### config.mk
export PLATFORM = sky130hd
export DESIGN_NAME = reg_dump
export DESIGN_NICKNAME = d
export VERILOG_FILES = /design/src/rtl/reg_dump_pkg.sv /design/src/rtl/reg_dump.sv
export SDC_FILE = /design/constraint.sdc
export NUM_CORES = 1
export LEC_CHECK = 0
export BUFFER_PORTS_ARGS = -buffer_cell sky130_fd_sc_hd__buf_4
export CAP_MARGIN = 25
export CORE_MARGIN = 2
export CORE_UTILIZATION = 43
export DETAILED_ROUTE_END_ITERATION = 7
export PLACE_DENSITY = 0.75
export SLEW_MARGIN = 25
export SYNTH_ARGS = -nofsm -noshare
export SYNTH_HDL_FRONTEND = slang
export SYNTH_SLANG_ARGS = --single-unit
### constraint.sdc
create_clock -name clk -period 1.8 [get_ports clk]
set_input_delay 0.36 -clock clk [delete_from_list [all_inputs] [get_ports clk]]
set_output_delay 0.36 -clock clk [all_outputs]
set_load 0.02 [all_outputs]
### src/rtl/reg_dump_pkg.sv
`default_nettype none
// ============================================================================
// Module      : reg_dump_pkg
// Description : Shared constants and state encoding for the register dump
//               engine.
// Revision    : 1.0 - initial release
// ============================================================================
package reg_dump_pkg;

    localparam int c_ADDRESS_WIDTH = 5;
    localparam int c_REGISTER_SIZE = 32;

    localparam int c_STATE_W = 3;
    localparam logic [c_STATE_W-1:0] c_IDLE  = 3'd0;
    localparam logic [c_STATE_W-1:0] c_ISSUE = 3'd1;
    localparam logic [c_STATE_W-1:0] c_WAIT  = 3'd2;
    localparam logic [c_STATE_W-1:0] c_CAPT  = 3'd3;
    localparam logic [c_STATE_W-1:0] c_SEND  = 3'd4;
    localparam logic [c_STATE_W-1:0] c_FIN   = 3'd5;

endpackage
`default_nettype wire

### src/rtl/reg_dump.sv
`default_nettype none
// ============================================================================
// Module      : reg_dump
// Description : Walks every register-file address through a spare read port
//               and streams the captured values over valid/ready.
// Revision    : 1.0 - initial release
// ============================================================================
module reg_dump
    import reg_dump_pkg::*;
#(
    parameter int ADDRESS_WIDTH = c_ADDRESS_WIDTH,
    parameter int REGISTER_SIZE = c_REGISTER_SIZE
) (
    input  logic                     clk,
    input  logic                     reset_n,
    input  logic                     start,
    input  logic                     abort,
    output logic [ADDRESS_WIDTH-1:0] rd_addr,
    input  logic [REGISTER_SIZE-1:0] rd_data,
    output logic                     out_valid,
    input  logic                     out_ready,
    output logic [REGISTER_SIZE-1:0] out_data,
    output logic [ADDRESS_WIDTH-1:0] out_index,
    output logic                     out_last,
    output logic                     busy,
    output logic                     done
);

    localparam logic [ADDRESS_WIDTH-1:0] c_MAX_ADDR = '1;
    localparam logic [ADDRESS_WIDTH-1:0] c_ONE      = {{(ADDRESS_WIDTH-1){1'b0}}, 1'b1};

    logic [c_STATE_W-1:0]     r_state;
    logic [ADDRESS_WIDTH-1:0] r_addr;
    logic [REGISTER_SIZE-1:0] r_outData;
    logic [ADDRESS_WIDTH-1:0] r_outIndex;
    logic                     r_outValid;
    logic                     r_outLast;
    logic                     r_busy;
    logic                     r_done;

    // The address counter doubles as the registered read address.
    always_ff @(posedge clk) begin
        if (!reset_n) begin
            r_state    <= c_IDLE;
            r_addr     <= '0;
            r_outData  <= '0;
            r_outIndex <= '0;
            r_outValid <= 1'b0;
            r_outLast  <= 1'b0;
            r_busy     <= 1'b0;
            r_done     <= 1'b0;
        end else begin
            r_done <= 1'b0;
            if (abort && (r_state != c_IDLE)) begin
                r_state    <= c_IDLE;
                r_outValid <= 1'b0;
                r_outLast  <= 1'b0;
                r_busy     <= 1'b0;
            end else begin
                case (r_state)
                    c_IDLE: begin
                        if (start && !abort) begin
                            r_state <= c_ISSUE;
                            r_addr  <= '0;
                            r_busy  <= 1'b1;
                        end
                    end
                    c_ISSUE: r_state <= c_WAIT;
                    c_WAIT:  r_state <= c_CAPT;
                    c_CAPT: begin
                        r_outData  <= rd_data;
                        r_outIndex <= r_addr;
                        r_outLast  <= (r_addr == c_MAX_ADDR);
                        r_outValid <= 1'b1;
                        r_state    <= c_SEND;
                    end
                    c_SEND: begin
                        if (out_ready) begin
                            r_outValid <= 1'b0;
                            r_outLast  <= 1'b0;
                            if (r_addr == c_MAX_ADDR) begin
                                r_state <= c_FIN;
                                r_done  <= 1'b1;
                            end else begin
                                r_addr  <= r_addr + c_ONE;
                                r_state <= c_ISSUE;
                            end
                        end
                    end
                    c_FIN: begin
                        r_state <= c_IDLE;
                        r_busy  <= 1'b0;
                    end
                    default: begin
                        r_state    <= c_IDLE;
                        r_outValid <= 1'b0;
                        r_outLast  <= 1'b0;
                        r_busy     <= 1'b0;
                    end
                endcase
            end
        end
    end

    assign rd_addr   = r_addr;
    assign out_valid = r_outValid;
    assign out_data  = r_outData;
    assign out_index = r_outIndex;
    assign out_last  = r_outLast;
    assign busy      = r_busy;
    assign done      = r_done;

endmodule
`default_nettype wire

======== Word-level counts from Yosys, hierarchy flattened ========
Cells that the tools add are included.
cells by class
  add/sub/neg operators ................... 1
  eq/ne operators ......................... 9
  mux-type cells .......................... 14
  bitwise logic cells ..................... 6
  reduce and logical (&&, ||, !) cells .... 15
operators with widths
  kind                   count
  $mux W5                3
  $pmux W3 S5            1
  $reduce_or A4 Y1       3
  $pmux W5 S2            1
  $mux W3                3
  $reduce_and A2 Y1      4
  $eq A3 B2 Y1 const B   2
  $eq A3 B3 Y1 const B   2
  $ne A2 B2 Y1 const B   3
  $not A1 Y1             6
  $pmux W1 S3            2
  $add A5 B1 Y5 const B  1
  $eq A5 B5 Y1 const B   1
  $reduce_and A5 Y1      1
  $eq A3 B1 Y1 const B   1
  $logic_not A3 Y1       1
  $mux W1                3
  $reduce_bool A3 Y1     1
  $logic_and A1 B1 Y1    2
  $pmux W1 S2            1
  $reduce_bool A2 Y1     1
  $reduce_or A2 Y1       1
  $logic_not A1 Y1       1
storage, ports and cells
  register bits after elaboration ......... 49
  input port bits ......................... 37
  output and inout bits ................... 46

======== Depth between registers and ports, before layout ========
Gate-level depths: netlist of the first run.
  word-level depth ........................ 4
  depth in mapped cells ................... 7
  depth with buffers taken out ............ 7

======== Least setup slack after synthesis of the first run ========
Ideal clock, no wire load.
  kind .................................... reg-to-reg
  start point ............................. reg r_addr[0] (netlist: rd_addr[0])
  end point ............................... reg r_addr[2] (netlist: rd_addr[2])
  arrival ................................. 1.615 ns
  path slack .............................. 0.059 ns
  stages on the path, launching flop included .. 8
  buffers on the path ..................... 0
  path through ............................ dfxtp_1 -> ha_1 -> and3_1 -> ha_1 -> nand3b_1 -> a21boi_4 -> nand2b_1 -> o211ai_1
on the way
  word-level cells in the longest chain between the ends .. 4
  elaborated cells on any way between the ends .. 7
RTL lines
  element                   line            RTL
  start: declaration        reg_dump.sv:33  logic [ADDRESS_WIDTH-1:0] r_addr;
  start signal: assignment  reg_dump.sv:85  r_addr <= r_addr + c_ONE;
  $add A5 B1 Y5             reg_dump.sv:85
  $mux W5                   reg_dump.sv:81  if (r_addr == c_MAX_ADDR) begin
  $mux W5                   reg_dump.sv:78  if (out_ready) begin
  $pmux W5 S2               reg_dump.sv:60  case (r_state)
Several ways; a longest one is shown, not always the timed one. The select of a mux whose other input is x is not followed.
A chain may end at the register's enable or synchronous reset.

======== Worst setup path after layout of the first run ========
Same ends and word-level chain as after synthesis.

==> results.txt, run 1 <==
Final Max Tran Viols = 0
total CTS buffers = 5
Routed Antenna Nets = 0
kind of critical path = reg -> reg
first-pass iteration count of the detailed router = 4
core area = 4444 um^2
pin count of the biggest net entering global routing = 26
Placed Cells incl. Taps = 363
CTS tree = yes
Boundary Pins = 83
Leakage Power = 1.191 nW
Max Cap Viol = 0
hold_buf cts = 0
largest family of logic cells by synthesized area = simple AND/OR/NAND/NOR gates
flops & latches, synth = 49
Die Wd = 72.62 um
CTS Buffer Depth = 2
measured slew at the worst slew-check pin = 387.2 ps
Post-Syn Area per Cell = 8.615 um^2
arrival time at the worst endpoint = 1890 ps
unrepaired setup endpoints after global routing = false
initial antenna violation count = 0
total chip power = 2.140 mW
Non-Filler Instances = 373
leading area contributor after synthesis = dfxtp_1
Filler cells = 387
Slew HR = 74.10%
Startpoint Class = flip-flop
power density cells = 752.0 nW/um^2
fmax = 585.6 MHz
Num Clock Sinks = 49
wire length of the first global-routing pass = 7314 um
vias in the first global route = 1653
latest clock arrival within the worst-skew pair = 300 ps
status = finished, final reports clean
Crit. End Element = flip-flop
NumNets Final = 359
root buf cell = clkbuf_8
HPWL Detailed = 3197 um
IO buf count = 82
Tcrit/Tclk final = 94.88%
Synth Area in Compound Gates = 20.46%
area share of and/or/nand/nor cells after synthesis = 23.67%
Post-Syn Nets = 274
drt drc = 0
Final Hold Viols = 0
Layout Area Growth over Synthesis = 40.54%
min cycle time layout = 1708 ps
Seq/Total Area, Yosys = 48.45%
synth top area cells = dfxtp_1 48%, nand2_1 15%, a21boi_1 11%
die area = 5273 um^2
clock transition at the registers of the reported paths = 90 ps
GRT Util Overall = 17.41%
Ant. Diodes = 0
GPL Wtd Cong = 0.8280
final WL = 4569 um
setup total negative slack = 0 ps
Vias = 1827
CP required = 1980 ps
Starting Density = 45.55%
cell count after synthesis = 235
num rows = 24
Synth Area in Adders = 1.236%
fraction of registers with async set/reset = 0%
gr ovfl total = 0
count of flip-flops with a built-in enable after synthesis = 0
Die H = 72.62 um
H-Tree Depth = 2
Unique masters post-synth = 38
vias per std cell = 4.898
Yosys warning count = 0
Peak VDD IR = 354.1 uV
# setup viols final = 0
Min-Delay Path Class = in -> reg
Cell Area, Synth = 2024 um^2
multiplexer share of the synthesized area = 0%
xor and xnor area share after synthesis = 0.4326%
layout cells sized above 1 = 33.96%
Worst Path Max Fanout = 4
DR WL/cell = 12.25 um
Clock Skews = 8.450 ps
Synth top area share = 48.45%
prevailing post-synth register cell = dfxtp_1
drt first-iter violations = 47
-- layout by cell type (no fill, tap or decap) --
cell	count
ha_1	1
nand3_1	4
buf_4	93
dfxtp_1	49
xnor2_1	1
clkbuf_8	5
o31a_1	1
a21boi_0	7
and2_1	1
a2111oi_0	1
or3_1	1
and4bb_2	1
o22ai_1	1
o21ai_0	3
a21oi_1	2
buf_12	1
a21boi_1	30
o21ai_1	1
nor3_1	2
nand2_1	81
o21ai_2	1
nand2b_1	4
a21o_1	1
clkinv_2	1
nand3b_1	3
o31ai_1	1
a22oi_1	1
o211ai_1	1
nor2b_2	1
a21boi_4	1
ha_2	1
o22a_1	2
nor3_4	1
inv_1	4
nor3_2	1
a211oi_1	1
nor2_1	4
bufinv_16	2
and3_1	2
nand4_1	2
-- cell usage after synthesis (2+ instances only) --
cell / instances
nor2_1: 4
nand4_1: 2
and3_1: 2
a21boi_0: 7
buf_2: 6
nand2_1: 81
ha_1: 2
nand3_1: 4
nor3_1: 2
dfxtp_1: 49
nand3b_1: 3
a21oi_1: 2
buf_6: 4
inv_1: 4
nand2b_1: 4
a21boi_1: 30
o21ai_0: 3
clkbuf_1: 5
o22a_1: 2
-- report_power, final --
part | internal, mW | leakage, nW | switching, mW
sequential | 1.09 | 0.395 | 0.00443
clock | 0.552 | 0.0681 | 0.355
combinational | 0.0866 | 0.728 | 0.0541
-- final cells by class --
type                       instances  area (um^2)  area share (%)
inverter                           4        15.01          0.5277
multi-input combinational        166        932.1           32.76
sequential                        49        980.9           34.48
clock inverter                     3        65.06           2.287
timing repair buffer              94        718.2           25.24
clock buffer                       5        68.82           2.419
tap                               52        65.06           2.287
-- logic make-up (layout without fill, tap and decap cells) --
family,Yosys count,in the layout
buffers and inverters,20,106
flip-flops,49,49
AO/OA/AOI/OAI,55,55
XOR/XNOR,1,1
adder cells (fa/ha/maj),2,2
AND/OR/NAND/NOR,108,108
-- path summary, 6_finish.rpt --
check / startpoint / endpoint / slack [ps] / cells past startpoint
setup / recovery: rd_addr[0]$_SDFFE_PN0P_ / rd_addr[2]$_SDFFE_PN0P_ / 90 / 7
hold / removal: rd_data[4] / out_data[4]$_SDFFE_PN0P_ / 300 / 3
hold reg to reg: out_data[11]$_SDFFE_PN0P_ / out_data[11]$_SDFFE_PN0P_ / 460 / 2
setup reg to reg: rd_addr[0]$_SDFFE_PN0P_ / rd_addr[2]$_SDFFE_PN0P_ / 90 / 7
-- flip-flops by register name, summed over array words and instances, names as in the netlist --
register and cells:
busy 1, done 1, out_data 32, out_index 5, out_last 1, out_valid 1
r_state 3, rd_addr 5
-- what timing repair did --
item / 4_1_cts / 5_1_grt
setup buffers: 0 / 2
endpoints found under the setup margin: 0 / 2
resized for setup: 0 / 2
-- critical path: stages (launching register included) --
cell      delay, ps
dfxtp_1         330
ha_1            210
and3_1          190
ha_2            200
nand3b_1        210
a21boi_4        200
nand2b_1        170
o211ai_1         90
-- metrics by stage --
step / hold WS [ps] / instance area, um^2 / util (%) / worst slack (ps)
2_1_floorplan: 494.9 / 2024 / - / 59.32
3_3_place_gp: 440.5 / 2691 / 60.56 / 121.7
3_5_place_dp: 445.9 / 2691 / 60.56 / 64.52
4_1_cts: 291.8 / 2825 / 63.57 / 38.91
5_1_grt: 285.8 / 2845 / 64.02 / 18.57
6_report: 299.3 / 2845 / 64.02 / 92.23
-- routing by layer --
metal	vias to the layer above	GRT usage, %	share of wire [%]
met5	-	0	0
li1	946	-	-
met4	0	4.321	0.37
met2	73	28.89	47
met1	806	22.30	45
met3	2	5.110	7.9
(Power assumes the default switching activity.)
==> run 2, diff against run 1 <==
--- a/config.mk
+++ b/config.mk
@@ -8,9 +8,10 @@
 export BUFFER_PORTS_ARGS = -buffer_cell sky130_fd_sc_hd__buf_4
 export CAP_MARGIN = 25
 export CORE_MARGIN = 2
-export CORE_UTILIZATION = 43
+export CORE_UTILIZATION = 45
+export CTS_BUF_LIST = sky130_fd_sc_hd__clkbuf_8
 export DETAILED_ROUTE_END_ITERATION = 7
-export PLACE_DENSITY = 0.75
+export PLACE_DENSITY = 0.78
 export SLEW_MARGIN = 25
 export SYNTH_ARGS = -nofsm -noshare
 export SYNTH_HDL_FRONTEND = slang
==> results.txt, run 2 (synthesized netlist as in run 1, its figures left out) <==
GPL Wtd Cong = 0.7464 (was 0.8280)
root buf cell = clkbuf_8 (unchanged)
Peak VDD IR = 356.4 uV (was 354.1 uV)
die area = 5051 um^2 (was 5273 um^2)
Clock power frac = 33.1% (was 42.4%)
pin count of the biggest net entering global routing = 38 (was 26)
CTS tree = yes (unchanged)
arrival time at the worst endpoint = 1960 ps (was 1890 ps)
Non-Filler Instances = 372 (was 373)
worst hold path stage count = 3 (unchanged)
fmax = 579.9 MHz (was 585.6 MHz)
vias in the first global route = 1691 (was 1653)
kind of critical path = reg -> reg (unchanged)
# setup viols final = 0 (unchanged)
Clock Skews = 5.066 ps (was 8.450 ps)
post-layout util = 63.94% (was 64.02%)
core area = 4354 um^2 (was 4444 um^2)
measured slew at the worst slew-check pin = 380.3 ps (was 387.2 ps)
latest clock arrival within the worst-skew pair = 300 ps (about the same)
Filler cells = 387 (unchanged)
most frequent cells in the layout = 92 x buf_4, 81 x nand2_1, 49 x dfxtp_1 (was 93 x buf_4, 81 x nand2_1, 49 x dfxtp_1)
Boundary Pins = 83 (unchanged)
GRT Util Overall = 18.43% (was 17.41%)
Slew HR = 74.65% (was 74.10%)
Tcrit/Tclk final = 95.81% (was 94.88%)
Ant. Diodes = 0 (unchanged)
Routed Antenna Nets = 0 (unchanged)
Starting Density = 46.49% (was 45.55%)
final instance area = 2784 um^2 (was 2845 um^2)
min cycle time layout = 1725 ps (was 1708 ps)
Final WS setup = 75.47 ps (was 92.23 ps)
Max Cap Viol = 0 (unchanged)
Net Sw Power = 0.4065 mW (was 0.4133 mW)
DP Worst Slack = 130.0 ps (was 64.52 ps)
drt drc = 0 (unchanged)
register area = 980.9 um^2 (unchanged)
Vias = 1840 (was 1827)
Die H = 71.07 um (was 72.62 um)
NumNets Final = 358 (was 359)
internal power = 1.438 mW (was 1.726 mW)
DR WL/cell = 12.22 um (was 12.25 um)
Final Hold Viols = 0 (unchanged)
first-pass iteration count of the detailed router = 4 (unchanged)
status = finished, final reports clean (unchanged)
vias per std cell = 4.946 (was 4.898)
Leakage Power = 1.165 nW (was 1.191 nW)
clock transition at the registers of the reported paths = 90 ps (about the same)
Placed Cells incl. Taps = 362 (was 363)
Startpoint Class = flip-flop (unchanged)
Layout Area Growth over Synthesis = 37.52% (was 40.54%)
layout cells sized above 1 = 33.13% (was 33.96%)
Net Sw Frac = 22.04% (was 19.32%)
Num Clock Sinks = 49 (unchanged)
gr ovfl total = 0 (unchanged)
max reg flops = 32 (unchanged)
most common cell after layout, fill and taps aside = buf_4 (unchanged)
IO buf count = 82 (unchanged)
Final Max Tran Viols = 0 (unchanged)
wire length of the first global-routing pass = 7576 um (was 7314 um)
sequential cell fraction of total power = 59.2% (was 51.1%)
Die Wd = 71.07 um (was 72.62 um)
Multi-input gate area = 929.6 um^2 (was 932.1 um^2)
drt first-iter violations = 96 (was 47)
final WL = 4544 um (was 4569 um)
initial antenna violation count = 0 (unchanged)
power density cells = 662.7 nW/um^2 (was 752.0 nW/um^2)
total chip power = 1.845 mW (was 2.140 mW)
Min-Delay Path Class = in -> reg (unchanged)
num rows = 24 (unchanged)
total CTS buffers = 5 (unchanged)
H-Tree Depth = 2 (unchanged)
Gate power share = 7.7% (was 6.6%)
Worst Path Max Fanout = 4 (unchanged)
CTS Buffer Depth = 2 (unchanged)
CP required = 2040 ps (was 1980 ps)
Crit. End Element = flip-flop (unchanged)
HPWL Detailed = 3196 um (was 3197 um)
post-place instance area = 2684 um^2 (was 2691 um^2)
depth of the worst register-to-register path = 7 (unchanged)
-- run 2: layout make-up --
type                       instances  share of cell area, %
sequential                        49                  35.24
multi-input combinational        166                  33.39
timing repair buffer              93                  25.53
clock buffer                       5                  2.472
tap                               52                  2.337
inverter                           4                 0.5393
clock inverter                     3                 0.4944
-- run 2: critical path: stages (launching register included) --
cell and delay, ps:
dfxtp_1 320, ha_1 220, and3_1 190, ha_2 190, nor2b_1 170, nand4_1 190, o31a_1 330, o21ai_2 50
-- run 2: repair_timing --
item / in CTS / in global routing
resized for setup: 0 / 1
setup endpoints to repair: 0 / 2
hold buffers: 0 / 0
setup buffers: 0 / 2
-- run 2: power by group through the flow --
stage / registers, mW / logic, mW / clock network [mW]
final: 1.09 / 0.142 / 0.611
after CTS: 1.09 / 0.142 / 0.635
after global placement: 1.12 / 0.140 / 0
after global routing: 1.09 / 0.152 / 0.673
after detailed placement: 1.12 / 0.141 / 0
after floorplan: 1.12 / 0.0556 / 0
-- run 2: path summary, 6_finish.rpt --
path,from,to,slack [ps]
max,rd_addr[0]$_SDFFE_PN0P_,rd_addr[3]$_SDFFE_PN0P_,80
min,rd_data[18],out_data[18]$_SDFFE_PN0P_,300
max reg2reg,rd_addr[0]$_SDFFE_PN0P_,rd_addr[3]$_SDFFE_PN0P_,80
min reg2reg,out_data[5]$_SDFFE_PN0P_,out_data[5]$_SDFFE_PN0P_,450
-- run 2: per-layer routing --
metal  GRT usage (%)  part of all wire (%)
met1           21.93                    44
met2           32.40                    48
met3           5.413                   6.8
met4           5.031                   1.1
met5               0                     0
-- run 2: through the flow --
step | TNS, ps | hold slack, ps
floorplan | 0 | 494.9
global placement | 0 | 440.9
detailed placement | 0 | 445.3
CTS | 0 | 291.9
global route | -52.09 | 293.7
finish | 0 | 299.2
